**src/rtl/vga_timing_pkg.sv**
```systemverilog
// Shared constants and helpers for the VGA raster timing generator.
// Defaults describe the 640x480@60 mode driven from a 25.175 MHz pixel enable.
package vga_timing_pkg;

  // Width of the X/Y coordinate buses and all raster arithmetic.
  localparam int unsigned COORD_W = 16;
  typedef logic [COORD_W-1:0] coord_t;

  // Horizontal timing, in pixels.
  localparam int unsigned DEF_H_ACTIVE = 640;
  localparam int unsigned DEF_H_FP     = 16;
  localparam int unsigned DEF_H_SYNC   = 96;
  localparam int unsigned DEF_H_BP     = 48;
  localparam int unsigned DEF_H_TOTAL  = DEF_H_ACTIVE + DEF_H_FP + DEF_H_SYNC + DEF_H_BP;

  // Vertical timing, in lines.
  localparam int unsigned DEF_V_ACTIVE = 480;
  localparam int unsigned DEF_V_FP     = 10;
  localparam int unsigned DEF_V_SYNC   = 2;
  localparam int unsigned DEF_V_BP     = 33;
  localparam int unsigned DEF_V_TOTAL  = DEF_V_ACTIVE + DEF_V_FP + DEF_V_SYNC + DEF_V_BP;

  // Both syncs are active-low in this mode.
  localparam logic DEF_SYNC_POL = 1'b0;

  // Renderer output latency that the DAC-side signals have to match.
  localparam int unsigned DEF_PIPE_DELAY = 2;
  localparam int unsigned MAX_PIPE_DELAY = 7;

  // Layout of the bus that travels through the sync delay line.
  localparam int unsigned SYNC_BUS_W = 3;
  localparam int unsigned BIT_HSYNC  = 2;
  localparam int unsigned BIT_VSYNC  = 1;
  localparam int unsigned BIT_BLANK  = 0;

  // Drive level of a sync line given whether it is currently asserted.
  function automatic logic sync_level(input logic active, input logic pol);
    return active ? pol : ~pol;
  endfunction

  // True when lo <= v < hi.
  function automatic logic in_window(input coord_t v, input coord_t lo, input coord_t hi);
    return (v >= lo) && (v < hi);
  endfunction

  // Increment a counter that wraps to zero after reaching 'last'.
  function automatic coord_t wrap_inc(input coord_t v, input coord_t last);
    return (v == last) ? '0 : v + coord_t'(1);
  endfunction

endpackage

```
**src/rtl/sync_delay_line.sv**
```systemverilog
// Fixed-depth shift register that realigns the raw sync/blank bits with the
// renderer's registered pixel output. It clocks every cycle regardless of the
// pixel enable, so its latency is measured in clk cycles. A depth of zero is a
// plain wire.
module sync_delay_line #(
  parameter int unsigned DEPTH = 2,
  parameter int unsigned WIDTH = 3
) (
  input  logic             clk,
  input  logic             rst,
  input  logic [WIDTH-1:0] i_rst_val,
  input  logic [WIDTH-1:0] i_d,
  output logic [WIDTH-1:0] o_q
);

  generate
    if (DEPTH == 0) begin : g_bypass
      // Clock and reset have no work to do without stages.
      logic w_unused;
      assign w_unused = ^{clk, rst, i_rst_val};
      assign o_q      = i_d;
    end else begin : g_pipe
      for (genvar gi = 0; gi < DEPTH; gi++) begin : g_stage
        logic [WIDTH-1:0] r_q;
        logic [WIDTH-1:0] w_in;

        if (gi == 0) begin : g_first
          assign w_in = i_d;
        end else begin : g_chain
          assign w_in = g_stage[gi-1].r_q;
        end

        // One stage of delay; reset loads the idle pattern into every stage.
        always_ff @(posedge clk) begin
          if (!rst) begin
            r_q <= i_rst_val;
          end else begin
            r_q <= w_in;
          end
        end
      end

      assign o_q = g_stage[DEPTH-1].r_q;
    end
  endgenerate

endmodule

```
**src/rtl/vga_timing_generator.sv**
```systemverilog
// Raster timing source: pixel coordinates and display_on for the renderer,
// delayed hsync/vsync/blank_n for the DAC, and line/vblank/frame strobes that
// the game logic uses as its update tick.
module vga_timing_generator
  import vga_timing_pkg::*;
#(
  parameter int unsigned H_ACTIVE   = DEF_H_ACTIVE,
  parameter int unsigned H_FP       = DEF_H_FP,
  parameter int unsigned H_SYNC     = DEF_H_SYNC,
  parameter int unsigned H_BP       = DEF_H_BP,
  parameter int unsigned V_ACTIVE   = DEF_V_ACTIVE,
  parameter int unsigned V_FP       = DEF_V_FP,
  parameter int unsigned V_SYNC     = DEF_V_SYNC,
  parameter int unsigned V_BP       = DEF_V_BP,
  parameter logic        SYNC_POL   = DEF_SYNC_POL,
  parameter int unsigned PIPE_DELAY = DEF_PIPE_DELAY
) (
  input  logic               clk,
  input  logic               rst,
  input  logic               pix_en,
  output logic [COORD_W-1:0] X,
  output logic [COORD_W-1:0] Y,
  output logic               display_on,
  output logic               hsync,
  output logic               vsync,
  output logic               blank_n,
  output logic               line_tick,
  output logic               vblank_tick,
  output logic               frame_tick
);

  // Raster geometry, all in 16-bit unsigned coordinate space.
  localparam coord_t H_TOTAL  = coord_t'(H_ACTIVE + H_FP + H_SYNC + H_BP);
  localparam coord_t V_TOTAL  = coord_t'(V_ACTIVE + V_FP + V_SYNC + V_BP);
  localparam coord_t H_LAST   = H_TOTAL - coord_t'(1);
  localparam coord_t V_LAST   = V_TOTAL - coord_t'(1);
  localparam coord_t H_VIS    = coord_t'(H_ACTIVE);
  localparam coord_t V_VIS    = coord_t'(V_ACTIVE);
  localparam coord_t HS_START = coord_t'(H_ACTIVE + H_FP);
  localparam coord_t HS_END   = coord_t'(H_ACTIVE + H_FP + H_SYNC);
  localparam coord_t VS_START = coord_t'(V_ACTIVE + V_FP);
  localparam coord_t VS_END   = coord_t'(V_ACTIVE + V_FP + V_SYNC);

  // Depths beyond the supported range are clamped rather than silently
  // producing an oversized shift register.
  localparam int unsigned DLY_DEPTH = (PIPE_DELAY > MAX_PIPE_DELAY) ? MAX_PIPE_DELAY : PIPE_DELAY;

  // Idle pattern of the delayed bus: syncs deasserted, blanked.
  localparam logic                  SYNC_IDLE = ~SYNC_POL;
  localparam logic [SYNC_BUS_W-1:0] BUS_IDLE  = {SYNC_IDLE, SYNC_IDLE, 1'b0};

  // Counter and derived-signal state.
  coord_t r_x;
  coord_t r_y;
  logic   r_display_on;
  logic   r_hsync_raw;
  logic   r_vsync_raw;
  logic   r_line_tick;
  logic   r_vblank_tick;
  logic   r_frame_tick;

  // Next-state values.
  coord_t w_x_next;
  coord_t w_y_next;
  logic   w_x_wrap;
  logic   w_y_wrap;
  logic   w_line_tick;
  logic   w_vblank_tick;
  logic   w_frame_tick;
  logic   w_display_next;
  logic   w_hsync_next;
  logic   w_vsync_next;

  logic [SYNC_BUS_W-1:0] w_raw_bus;
  logic [SYNC_BUS_W-1:0] w_dly_bus;

  assign w_x_wrap = (r_x == H_LAST);
  assign w_y_wrap = (r_y == V_LAST);

  // Counter advance: X every enabled pixel, Y on X wrap, both at frame end.
  // Ticks are only raised on an enabled pixel, so they cannot repeat while
  // pix_en is low.
  always_comb begin
    w_x_next     = r_x;
    w_y_next     = r_y;
    w_line_tick  = 1'b0;
    w_frame_tick = 1'b0;
    if (pix_en) begin
      w_x_next = wrap_inc(r_x, H_LAST);
      if (w_x_wrap) begin
        w_line_tick  = 1'b1;
        w_y_next     = wrap_inc(r_y, V_LAST);
        w_frame_tick = w_y_wrap;
      end
    end
  end

  // Vertical blank starts on the line where Y first reaches V_ACTIVE.
  assign w_vblank_tick = w_line_tick && (w_y_next == V_VIS);

  // Decode from the next coordinates so the registered flags line up with the
  // registered X/Y in the same cycle. Vsync only depends on Y, so it can only
  // change on an X wrap.
  assign w_display_next = (w_x_next < H_VIS) && (w_y_next < V_VIS);
  assign w_hsync_next   = sync_level(in_window(w_x_next, HS_START, HS_END), SYNC_POL);
  assign w_vsync_next   = sync_level(in_window(w_y_next, VS_START, VS_END), SYNC_POL);

  // Counter, decode and tick registers. Decode registers update every clk;
  // with pix_en low the next coordinates equal the current ones, so they hold,
  // and right after reset display_on picks up the (0,0) value.
  always_ff @(posedge clk) begin
    if (!rst) begin
      r_x           <= '0;
      r_y           <= '0;
      r_display_on  <= 1'b0;
      r_hsync_raw   <= SYNC_IDLE;
      r_vsync_raw   <= SYNC_IDLE;
      r_line_tick   <= 1'b0;
      r_vblank_tick <= 1'b0;
      r_frame_tick  <= 1'b0;
    end else begin
      r_x           <= w_x_next;
      r_y           <= w_y_next;
      r_display_on  <= w_display_next;
      r_hsync_raw   <= w_hsync_next;
      r_vsync_raw   <= w_vsync_next;
      r_line_tick   <= w_line_tick;
      r_vblank_tick <= w_vblank_tick;
      r_frame_tick  <= w_frame_tick;
    end
  end

  // Raw DAC-side signals travel together through the delay line.
  assign w_raw_bus = {r_hsync_raw, r_vsync_raw, r_display_on};

  sync_delay_line #(
    .DEPTH (DLY_DEPTH),
    .WIDTH (SYNC_BUS_W)
  ) u_sync_delay (
    .clk       (clk),
    .rst       (rst),
    .i_rst_val (BUS_IDLE),
    .i_d       (w_raw_bus),
    .o_q       (w_dly_bus)
  );

  assign X           = r_x;
  assign Y           = r_y;
  assign display_on  = r_display_on;
  assign hsync       = w_dly_bus[BIT_HSYNC];
  assign vsync       = w_dly_bus[BIT_VSYNC];
  assign blank_n     = w_dly_bus[BIT_BLANK];
  assign line_tick   = r_line_tick;
  assign vblank_tick = r_vblank_tick;
  assign frame_tick  = r_frame_tick;

endmodule

```
**config.mk**
```make
export PLATFORM = sky130hd
export DESIGN_NAME = vga_timing_generator
export DESIGN_NICKNAME = d
export VERILOG_FILES = /design/src/rtl/vga_timing_pkg.sv /design/src/rtl/sync_delay_line.sv /design/src/rtl/vga_timing_generator.sv
export SDC_FILE = /design/constraint.sdc
export NUM_CORES = 1
export LEC_CHECK = 0
export CAP_MARGIN = 5
export CORE_MARGIN = 4
export CORE_UTILIZATION = 48
export DETAILED_ROUTE_END_ITERATION = 10
export GPL_TIMING_DRIVEN = 1
export MAX_ROUTING_LAYER = met4
export PLACE_DENSITY = 0.76
export SLEW_MARGIN = 40
export SYNTH_ARGS = -nofsm -noshare
export SYNTH_HDL_FRONTEND = slang
export SYNTH_SLANG_ARGS = --single-unit
```
**constraint.sdc**
```tcl
create_clock -name clk -period 2.06 [get_ports clk]
set_input_delay 0.412 -clock clk [delete_from_list [all_inputs] [get_ports clk]]
set_output_delay 0.412 -clock clk [all_outputs]
set_load 0.05 [all_outputs]
```
==> results.rst, run 1 <==
.. list-table::
   :header-rows: 1

   * - Metric
     - Value
   * - Result of the run
     - finished, violations left
   * - Failing checks
     - setup timing
   * - RD Place Congestion
     - 0.966
   * - Total congestion overflow
     - 0
   * - DPL Wire Length
     - 6000 um
   * - Cell depth of the worst flop-to-flop path
     - 9
   * - # nets final
     - 430
   * - Class of the most critical setup path
     - flop to flop
   * - Post-synthesis cell count
     - around 300
   * - First-pass GRT wire length
     - 13400 um
   * - Number of remaining DRC errors
     - 0
   * - Slowest CP cell
     - sky130_fd_sc_hd__or4b_1
   * - Number of nets with antenna violations after detailed routing
     - 0
   * - Count of final setup violators
     - 4
   * - Height of the die
     - a little over 80 um
   * - Count of flip-flops with a built-in enable after synthesis
     - 0
   * - Avg WL per Cell
     - about 18 um
   * - Worst IR drop on VDD
     - 0.315 mV
   * - Max-cap check violation count
     - 0
   * - Max-slew headroom at the worst pin
     - 0.651
   * - FFs w/ async S/R, synth
     - 0
   * - Growth of design area from synthesis to finish
     - 62.4%
   * - Accumulated negative setup slack
     - -0.163 ns
   * - TritonCTS clock tree
     - done
   * - Worst EP arrival
     - 2.34 ns
   * - Transition time at the pin with the least slew margin
     - about 0.52 ns
   * - Count of cell types in the netlist
     - 55
   * - Crit. End Element
     - flop
   * - Count of hold-fix buffers inserted at cts
     - 0
   * - Post-layout instance count excluding filler cells
     - 495
   * - Site Rows
     - 26
   * - Detailed-route wire length
     - around 8900 um
   * - Final hold vios
     - 0
   * - Core ar.
     - 5110 sq um
   * - Max FO, Critical Path
     - 3
   * - Synth Area per Inst
     - 8.50 sq um
   * - Number of global-route vias before repair
     - 2666
   * - Total clock sinks
     - 44
   * - Count of synthesis-stage warnings from yosys
     - 0
   * - Number of synthesized register bits
     - 44
   * - Total CTS buffers
     - 5
   * - Die outline width
     - a little over 80 um
   * - Largest stage delay on the critical path
     - around 0.45 ns
   * - Maximum number of pins on one net before global-route repair
     - 25
   * - I/O pin count
     - 42
   * - Required time reported for the critical path endpoint
     - 2.24 ns
   * - Fraction of layout instances using a drive strength above 1
     - 0.454
   * - Post-synth net total
     - between 300 and 400
   * - Clock transition time at the flip-flop clock pins of the worst setup and hold paths
     - ~0.090 ns
   * - Clock insertion delay at the later pin of the skew report
     - about 0.30 ns
   * - Number of antenna violations at the first check in global routing
     - 0
   * - Power density over the cells
     - roughly 360 nW/um^2
   * - Worst min-delay path class
     - flop to flop
   * - Max-slew violation total from the final report
     - 0
   * - Placed cell count
     - around 470
   * - Total of buffers placed on input and output ports
     - 41
   * - Peak clock frequency supported by timing
     - approximately 460 MHz
   * - Netlist area before placement
     - 2530 sq um
   * - Final Skew
     - 0.00493 ns
   * - Router iterations before antenna repair
     - 5
   * - Pleak
     - 1.69 nW
   * - Worst-case setup margin in the final layout
     - -0.0962 ns
   * - Ordered cell list for the critical path
     - inv_2 > ha_2 > and4b_2 > buf_6 > and4_4 > nor4_4 > a21oi_2 > a211oi_2 > or4b_1
   * - Clock root buffer
     - sky130_fd_sc_hd__clkbuf_8
   * - Startpoint types
     - flop
   * - Iteration-0 DRC Markers
     - 274
   * - Cell class contributing the biggest share of worst-path delay
     - simple AND/OR/NAND/NOR gates
   * - Final period util
     - 1.05
   * - Via total after detailed routing
     - 2866
   * - Min-Delay Path Depth
     - 1
   * - Count of antenna diodes in the layout
     - 0
   * - Ratio of routed vias to standard cells
     - 5.79
   * - Tmin final
     - between 2 and 2.5 ns
   * - Hold Worst Slack
     - 0.414 ns
   * - RSZ-0062 raised after global routing
     - yes
   * - DP Worst Slack
     - -0.507 ns
   * - Clock Tree Buf Depth
     - 2
   * - Crit. path cell count
     - 9
   * - Starting density of the core
     - 0.496
   * - Depth of the CTS H-tree
     - 2
   * - Global router's overall resource usage
     - 0.275
   * - Primary flip-flop cell chosen by synthesis mapping
     - sky130_fd_sc_hd__dfxtp_1
   * - CP Buf/Inv Count
     - 2
   * - Register area share after synthesis
     - 0.348
   * - Die area
     - 6510 sq um
## worst paths after layout
kind / end / slack [ns] / from
setup reg to reg: r_vsync_raw$_SDFF_PN1_ / -0.1 / Y[0]$_SDFF_PN0_
hold reg to reg: u_sync_delay.o_q[1]$_SDFF_PN1_ / 0.41 / u_sync_delay.g_pipe.g_stage[0].r_q[1]$_SDFF_PN1_
setup / recovery: r_vsync_raw$_SDFF_PN1_ / -0.1 / Y[0]$_SDFF_PN0_
hold / removal: u_sync_delay.o_q[1]$_SDFF_PN1_ / 0.41 / u_sync_delay.g_pipe.g_stage[0].r_q[1]$_SDFF_PN1_
## power by group
| group | leakage [nW] | switching (mW) | internal, mW |
|---|---|---|---|
| clock | 0.0404 | 0.323 | 0.241 |
| sequential | 0.376 | 0.00850 | 0.841 |
| combinational | 1.28 | 0.0476 | 0.0321 |
## registers in the layout, summed over array words and instances (netlist names)
signal and count:
line_tick 1, vblank_tick 1, Y 16, r_vsync_raw 1, u_sync_delay.g_pipe.g_stage.r_q 3, frame_tick 1
X 16, u_sync_delay.o_q 3, display_on 1, r_hsync_raw 1
## stage by stage
| stage | util | total power, mW | area, sq um |
|---|---|---|---|
| finish | 0.805 | 1.49 | 4110 |
| global route | 0.805 | 1.55 | 4110 |
| CTS | 0.762 | 1.50 | 3890 |
| detailed placement | 0.715 | 0.952 | 3650 |
| global placement | 0.715 | 0.950 | 3650 |
| floorplan | - | 0.918 | 2710 |
## layer usage
| layer | vias to the layer above | global-route usage | share of wire |
|---|---|---|---|
| met5 | - | - | 0 |
| met4 | 0 | 0.0963 | 0.021 |
| met1 | 1361 | 0.337 | 0.42 |
| li1 | 1335 | - | - |
| met2 | 148 | 0.452 | 0.50 |
| met3 | 22 | 0.0538 | 0.061 |
## synthesized netlist by cell type (3+ instances only)
library cell,number,area [sq um]
sky130_fd_sc_hd__nor4_1,3,18.8
sky130_fd_sc_hd__nand3_1,19,95.1
sky130_fd_sc_hd__clkbuf_1,6,22.5
sky130_fd_sc_hd__ha_1,3,37.5
sky130_fd_sc_hd__nor2b_1,6,37.5
sky130_fd_sc_hd__a2bb2oi_1,3,26.3
sky130_fd_sc_hd__or3_1,5,31.3
sky130_fd_sc_hd__nor3_1,12,60.1
sky130_fd_sc_hd__buf_6,3,33.8
sky130_fd_sc_hd__nor2_1,21,78.8
sky130_fd_sc_hd__nor4_4,3,63.8
sky130_fd_sc_hd__and3_1,12,75.1
sky130_fd_sc_hd__dfxtp_1,44,881
sky130_fd_sc_hd__o31ai_1,4,30.0
sky130_fd_sc_hd__a21oi_1,11,55.1
sky130_fd_sc_hd__a21o_1,3,22.5
sky130_fd_sc_hd__nand2b_1,5,31.3
sky130_fd_sc_hd__xor2_1,8,70.1
sky130_fd_sc_hd__and2_1,8,50.1
sky130_fd_sc_hd__inv_1,6,22.5
sky130_fd_sc_hd__o21ai_0,8,40.0
sky130_fd_sc_hd__and4_1,6,52.6
sky130_fd_sc_hd__buf_2,10,50.1
sky130_fd_sc_hd__nand4_1,10,62.6
sky130_fd_sc_hd__nand2_1,22,82.6
sky130_fd_sc_hd__a211oi_1,3,22.5
sky130_fd_sc_hd__o21ai_1,5,25.0
sky130_fd_sc_hd__xnor2_1,16,140
## area by class of cell
type	instances	area [sq um]
clock buffer	5	68.8
fill	332	993
multi-input combinational	229	1770
timing repair buffer	138	1190
clock inverter	3	23.8
inverter	6	22.5
sequential	44	955
tap	70	87.6
## worst reg2reg max path, delay by kind of cell, from the launching register on
family	cells	cell delay, ns
AND/OR/NAND/NOR	4	1.05
buffers and inverters	2	0.16
adder cells (fa/ha/maj)	1	0.16
AO/OA/AOI/OAI	2	0.29
flip-flops	1	0.37
## what timing repair did
item	in CTS	in global routing
setup buffers	9	9
pin swaps	12	17
cloned	1	0
setup endpoints to repair	9	16
resized for setup	23	38
## cells in the final DEF (no fill, tap or decap), types with 5 or more instances in the layout
| master | n |
|---|---|
| sky130_fd_sc_hd__buf_4 | 93 |
| sky130_fd_sc_hd__dfxtp_2 | 17 |
| sky130_fd_sc_hd__nand2b_1 | 5 |
| sky130_fd_sc_hd__a21oi_1 | 10 |
| sky130_fd_sc_hd__dlymetal6s2s_1 | 8 |
| sky130_fd_sc_hd__clkdlybuf4s50_1 | 26 |
| sky130_fd_sc_hd__nor4_4 | 5 |
| sky130_fd_sc_hd__nor2_1 | 21 |
| sky130_fd_sc_hd__nand4_1 | 10 |
| sky130_fd_sc_hd__buf_6 | 8 |
| sky130_fd_sc_hd__nor3_1 | 9 |
| sky130_fd_sc_hd__nand2_1 | 20 |
| sky130_fd_sc_hd__xor2_1 | 8 |
| sky130_fd_sc_hd__xnor2_1 | 16 |
| sky130_fd_sc_hd__o21ai_1 | 6 |
| sky130_fd_sc_hd__nor2b_1 | 6 |
| sky130_fd_sc_hd__dfxtp_4 | 14 |
| sky130_fd_sc_hd__and3_1 | 7 |
| sky130_fd_sc_hd__nand3_1 | 18 |
| sky130_fd_sc_hd__o21ai_0 | 7 |
| sky130_fd_sc_hd__and2_1 | 8 |
| sky130_fd_sc_hd__dfxtp_1 | 13 |
| sky130_fd_sc_hd__clkbuf_8 | 5 |
## cells by family after synthesis
group / after synthesis / synth area share
AO/OA/AOI/OAI: 53 / 0.142
XOR/XNOR: 24 / 0.0830
buffers and inverters: 26 / 0.0538
AND/OR/NAND/NOR: 147 / 0.355
flip-flops: 44 / 0.348
multiplexers: 1 / 0.00395
adder cells (fa/ha/maj): 3 / 0.0148
Note: power is estimated with default switching activity, not from simulation.
==> run 2, diff against run 1 <==
SLEW_MARGIN = not set   (was 40)
==> results of run 2 <==
The final DEF is identical to that of run 1; final timing and power are the same.
